[config.mk]
export PLATFORM = sky130hd
export DESIGN_NAME = pipeline_ctrl
export DESIGN_NICKNAME = d
export VERILOG_FILES = /design/src/rtl/pipeline_ctrl.sv
export SDC_FILE = /design/constraint.sdc
export NUM_CORES = 1
export LEC_CHECK = 0
export ABC_AREA = 1
export CAP_MARGIN = 25
export CORE_MARGIN = 5
export CORE_UTILIZATION = 42
export CTS_CLUSTER_DIAMETER = 80
export DETAILED_ROUTE_END_ITERATION = 8
export PLACE_DENSITY_LB_ADDON = 0.12
export SLEW_MARGIN = 30
export SYNTH_ARGS = -nofsm -noshare
export SYNTH_HDL_FRONTEND = slang
export SYNTH_SLANG_ARGS = --single-unit
[constraint.sdc]
create_clock -name clk -period 1.7 [get_ports clk]
set_input_delay 0.34 -clock clk [delete_from_list [all_inputs] [get_ports clk]]
set_output_delay 0.34 -clock clk [all_outputs]
set_load 0.005 [all_outputs]
[src/rtl/pipeline_ctrl.sv]
// Hazard and sequencing controller for the five-stage RISC-V pipeline:
// operand forwarding, load-use stalls, branch flushes and a memory-wait freeze FSM.
module pipeline_ctrl #(
  parameter int TIMEOUT = 64,
  parameter int CNT_W   = 16
) (
  input  logic             clk,
  input  logic             rst_n,
  input  logic [4:0]       Rs1D,
  input  logic [4:0]       Rs2D,
  input  logic [4:0]       Rs1E,
  input  logic [4:0]       Rs2E,
  input  logic [4:0]       RdE,
  input  logic [1:0]       ResultSrcE,
  input  logic             PCSrcE,
  input  logic [4:0]       RdM,
  input  logic [4:0]       RdW,
  input  logic             RegWriteM,
  input  logic             RegWriteW,
  input  logic             MemReqM,
  input  logic             MemDoneM,
  output logic [1:0]       ForwardAE,
  output logic [1:0]       ForwardBE,
  output logic             StallF,
  output logic             StallD,
  output logic             StallE,
  output logic             StallM,
  output logic             StallW,
  output logic             FlushD,
  output logic             FlushE,
  output logic             MemStartM,
  output logic             MemErr,
  output logic [CNT_W-1:0] StallCount,
  output logic [CNT_W-1:0] FlushCount
);

  localparam int WW = (TIMEOUT > 1) ? $clog2(TIMEOUT) : 1;

  typedef enum logic [0:0] {RUN, MEM_WAIT} state_t;

  state_t        state, state_next;
  logic [WW-1:0] wait_cnt, wait_cnt_next;
  logic          freeze, mem_start, err_set, timeout_hit, lw_stall;

  // Memory-stage result wins over Writeback since it is the younger value.
  function automatic logic [1:0] fwd_sel(input logic [4:0] rs,
                                         input logic wr_m, input logic [4:0] rd_m,
                                         input logic wr_w, input logic [4:0] rd_w);
    if (wr_m && (rd_m != 5'd0) && (rd_m == rs))      return 2'b10;
    else if (wr_w && (rd_w != 5'd0) && (rd_w == rs)) return 2'b01;
    else                                              return 2'b00;
  endfunction

  assign ForwardAE = fwd_sel(Rs1E, RegWriteM, RdM, RegWriteW, RdW);
  assign ForwardBE = fwd_sel(Rs2E, RegWriteM, RdM, RegWriteW, RdW);

  assign lw_stall = (ResultSrcE == 2'b01) && (RdE != 5'd0) &&
                    ((Rs1D == RdE) || (Rs2D == RdE));

  always_ff @(posedge clk or negedge rst_n) begin
    if (!rst_n) begin
      state    <= RUN;
      wait_cnt <= '0;
    end else begin
      state    <= state_next;
      wait_cnt <= wait_cnt_next;
    end
  end

  // Freeze is released in the completion or timeout cycle so the pipeline advances at that edge.
  always_comb begin
    state_next    = state;
    wait_cnt_next = wait_cnt;
    freeze        = 1'b0;
    mem_start     = 1'b0;
    err_set       = 1'b0;
    timeout_hit   = (wait_cnt == WW'(TIMEOUT - 1));
    case (state)
      RUN: begin
        if (MemReqM) begin
          mem_start     = 1'b1;
          freeze        = 1'b1;
          state_next    = MEM_WAIT;
          wait_cnt_next = '0;
        end
      end
      MEM_WAIT: begin
        if (MemDoneM) begin
          state_next = RUN;
        end else if (timeout_hit) begin
          err_set    = 1'b1;
          state_next = RUN;
        end else begin
          freeze        = 1'b1;
          wait_cnt_next = wait_cnt + 1'b1;
        end
      end
      default: state_next = RUN;
    endcase
  end

  assign MemStartM = rst_n & mem_start;
  assign StallF    = rst_n & (freeze | lw_stall);
  assign StallD    = rst_n & (freeze | lw_stall);
  assign StallE    = rst_n & freeze;
  assign StallM    = rst_n & freeze;
  assign StallW    = rst_n & freeze;
  assign FlushD    = rst_n & ~freeze & PCSrcE;
  assign FlushE    = rst_n & ~freeze & (lw_stall | PCSrcE);

  // Counters saturate at all-ones; MemErr is sticky until reset.
  always_ff @(posedge clk or negedge rst_n) begin
    if (!rst_n) begin
      StallCount <= '0;
      FlushCount <= '0;
      MemErr     <= 1'b0;
    end else begin
      if ((freeze || lw_stall) && (StallCount != '1))
        StallCount <= StallCount + 1'b1;
      if (!freeze && PCSrcE && (FlushCount != '1))
        FlushCount <= FlushCount + 1'b1;
      if (err_set)
        MemErr <= 1'b1;
    end
  end

endmodule

==> results.py <==
metrics = {
    "sta": {
        "rsz0062_at_grt": "yes",
        "fmax_ghz": 0.4980,
        "hold_viol": 0,
        "setup-violations-final": 35,
        "maxSlewHeadroom_pct": 64.97,
        "report.final.slew_viol_count": 0,
        "setup_slack_ps": -307.9,
        "tightest_slew_ps": 525.4,
        "period_share_pct": 118.1,
        "finalSetupTns_ps": -3154,
        "fin_crit_ps": 2008,
        "skew_ps": 7.558,
    },
    "clock_network": {
        "cts-root-buf": "clkbuf_8",
        "cts_tree": "done",
        "clock_sinks": 40,
        "cts_made_buffers": 5,
        "htree_num_levels": 2,
        "clkTransAtPathRegs_ps": 70,
        "cts_buffer_depth": 2,
        "clk_latency_ps": 290,
    },
    "job": {
        "drv_cap": 0,
    },
    "worst_setup_path": {
        "cp_max_fo": 2,
        "required_ps": 1360,
        "cp-end-kind": "output port",
        "cp-start-kind": "flop",
        "crit_buf_inv": 2,
        "slowest_stage": "dfrtp_1",
        "crit_chain": "ha_4 -> nand3_4 -> nor2_4 -> nand2_2 -> nand3_2 -> nand2_2 -> buf_6 -> nor3_2 -> buf_2",
        "arrival_ps": 1670,
        "crit_type": "flop to output port",
        "cpLargestDelayFamily": "simple AND/OR/NAND/NOR gates",
        "cp_common_cell": "nand2_2",
        "max_stage_delay_ps": 390,
    },
    "synthesis": {
        "synth.top_cell.area_share_pct": 35.83,
        "synthesis.area_um2": 2794,
        "synth_largest_area_cell": "dfrtp_1",
        "synthDistinctLibCells": 28,
        "synth_compound_area_share_pct": 4.254,
        "synthAdderAreaFrac_pct": 1.343,
        "synth_seq_area_share_pct": 35.83,
        "synthesis.nets": 436,
        "synthCells": 389,
        "syn_avg_cell_area_um2": 7.182,
        "synth.area.mux_share_pct": 0,
        "synth_top_family_by_area": "simple AND/OR/NAND/NOR gates",
        "synthSimpleGateAreaFrac_pct": 34.62,
        "synth_xor_xnor_area_share_pct": 15.05,
        "ys_warn_count": 0,
        "yosys-top-cells-area": "dfrtp_1 36%, nand2_1 16%, xor2_1 9.4%",
        "ys_ff_latch": 40,
    },
    "placed_design": {
        "post-dp-hpwl_um": 6102,
        "placed_area_um2": 4125,
        "place.gp.congestion": 0.8818,
        "port_buffers": 88,
        "post-place-ws_ps": -767.8,
    },
    "grt": {
        "grt_max_degree": 41,
        "gr-usage-all-layers_pct": 19.32,
        "grt_first_pass_wirelength_um": 13260,
        "grt_pass1_vias": 2920,
        "antenna_found_initial": 0,
        "grt-ovfl-total": 0,
    },
    "drt": {
        "first_iter_violations": 90,
        "drc": 0,
        "first_pass_iters": 4,
        "wire_per_inst_um": 13.31,
        "routed_via_density": 4.856,
        "wirelength_um": 8199,
        "ant_nets": 0,
        "vias": 2991,
    },
    "cells_and_area": {
        "num_antenna_cells": 0,
        "drive_above_1_share_pct": 26.16,
        "utilization_pct": 68.97,
        "final_cell_area_um2": 4429,
        "final_common_cell": "nand2_1",
        "finalNetCount": 585,
        "final_cell_mix": "111 x nand2_1, 54 x buf_4, 42 x inv_1, 42 x clkdlybuf4s50_1, 38 x dfrtp_1",
        "fillers": 534,
        "area_growth_pct": 58.53,
    },
    "floorplan": {
        "dieArea_um2": 8383,
        "start_util_pct": 43.50,
        "placementRows": 29,
        "ios": 89,
        "fp.dieH_um": 91.56,
        "fp.coreArea_um2": 6422,
        "die_w_um": 91.56,
    },
    "power": {
        "power_density_nw_per_um2": 835.8,
        "vdd_ir_drop_max_uv": 681.7,
        "p_leak_uw": 0.002197,
        "p_total_uw": 3702,
    },
    "worst_hold_path": {
        "hold_path_class": "input pin to async pin",
    },
    "run_status": {
        "status": "finished, violations left",
        "violations": "negative setup slack",
    },
}
==> cells by family (layout without fill, tap and decap cells) <==
| group | after synthesis | after routing |
|---|---|---|
| xor gates and xnor gates | 48 | 48 |
| and+or+nand+nor | 220 | 221 |
| DFF | 40 | 40 |
| adders and majority gates | 3 | 3 |
| AOI/OAI and AO/OA | 23 | 23 |
| buffers and inverters | 55 | 204 |
==> synthesized netlist by cell type <==
master	instances
nand2_1	116
inv_1	45
dfrtp_1	40
nor2_1	38
nand3_1	36
xor2_1	30
xnor2_1	18
o21ai_0	16
nand4_1	11
nor3_1	7
a21oi_1	4
buf_4	4
buf_2	3
ha_1	3
nand2_2	2
nand3b_1	2
nor2_2	2
nor4_1	2
buf_12	1
buf_6	1
clkbuf_1	1
nand2_8	1
nand3_2	1
nor3_4	1
o21ai_1	1
o21bai_1	1
o22ai_1	1
or2_0	1
==> power by group <==
| group | total [µW] | internal, µW | switching [µW] | leakage (µW) |
|---|---|---|---|---|
| Combinational | 1680 | 940 | 739 | 0.00162 |
| Clock | 664 | 331 | 333 | 0.0000455 |
| Sequential | 1360 | 1160 | 199 | 0.000531 |
| Total | 3700 | 2430 | 1270 | 0.00220 |
==> stage by stage <==
stage / cells / hold WS, ps
after floorplan: 389 / 44.41
after global placement: 593 / 452.0
after detailed placement: 593 / 455.9
after CTS: 610 / 137.4
after global routing: 616 / 164.9
final: 616 / 114.4
==> what timing repair did <==
action | CTS | global route
pin swaps | 26 | 22
buffers inserted | 8 | 6
hold buffers | 0 | 0
cloned | 1 | 1
gates resized for setup | 126 | 42
endpoints found under the setup margin | 43 | 50
==> cell type report <==
class | instances | area [µm²] | area share, %
repair buffers | 151 | 1316 | 29.72
inverters | 45 | 168.9 | 3.814
multi-input cells | 295 | 1754 | 39.60
clock buffers | 8 | 90.09 | 2.034
well taps | 77 | 96.34 | 2.175
flip-flops and latches | 40 | 1003 | 22.66
==> worst reg2reg max path, delay by kind of cell, from the launching register on <==
| kind | cells | cell delay, ps |
|---|---|---|
| compound gates | 1 | 120 |
| fa+ha+maj | 1 | 170 |
| buf+inv | 8 | 970 |
| flops | 1 | 390 |
| simple gates | 3 | 270 |
==> routing by layer <==
metal | routed length [µm] | vias to the layer above | GRT usage [%]
met5 | 0 | - | 0
met4 | 142 | 0 | 6.281
met3 | 306 | 15 | 3.967
met2 | 4284 | 67 | 34.08
met1 | 3465 | 1384 | 23.41
li1 | - | 1525 | -
==> final timing paths <==
check                                   startpoint                         end  slack [ps]  cells past startpoint
min in group clk                MemErr$_DFFE_PN0P_          MemErr$_DFFE_PN0P_         500                      1
max reg2reg                wait_cnt[0]$_DFFE_PN0P_          MemErr$_DFFE_PN0P_        -270                     13
min                                          rst_n     wait_cnt[1]$_DFFE_PN0P_         110                      2
max in group asynchronous                    rst_n  FlushCount[12]$_DFFE_PN0P_        1200                      2
min reg2reg                     MemErr$_DFFE_PN0P_          MemErr$_DFFE_PN0P_         500                      1
max                        wait_cnt[0]$_DFFE_PN0P_                      FlushE        -310                      9
==> sequential cells by signal, indices dropped and copies added (netlist names) <==
signal,flops
wait_cnt,6
MemErr,1
state,1
StallCount,16
FlushCount,16
Power figures use the tool's default switching activity.
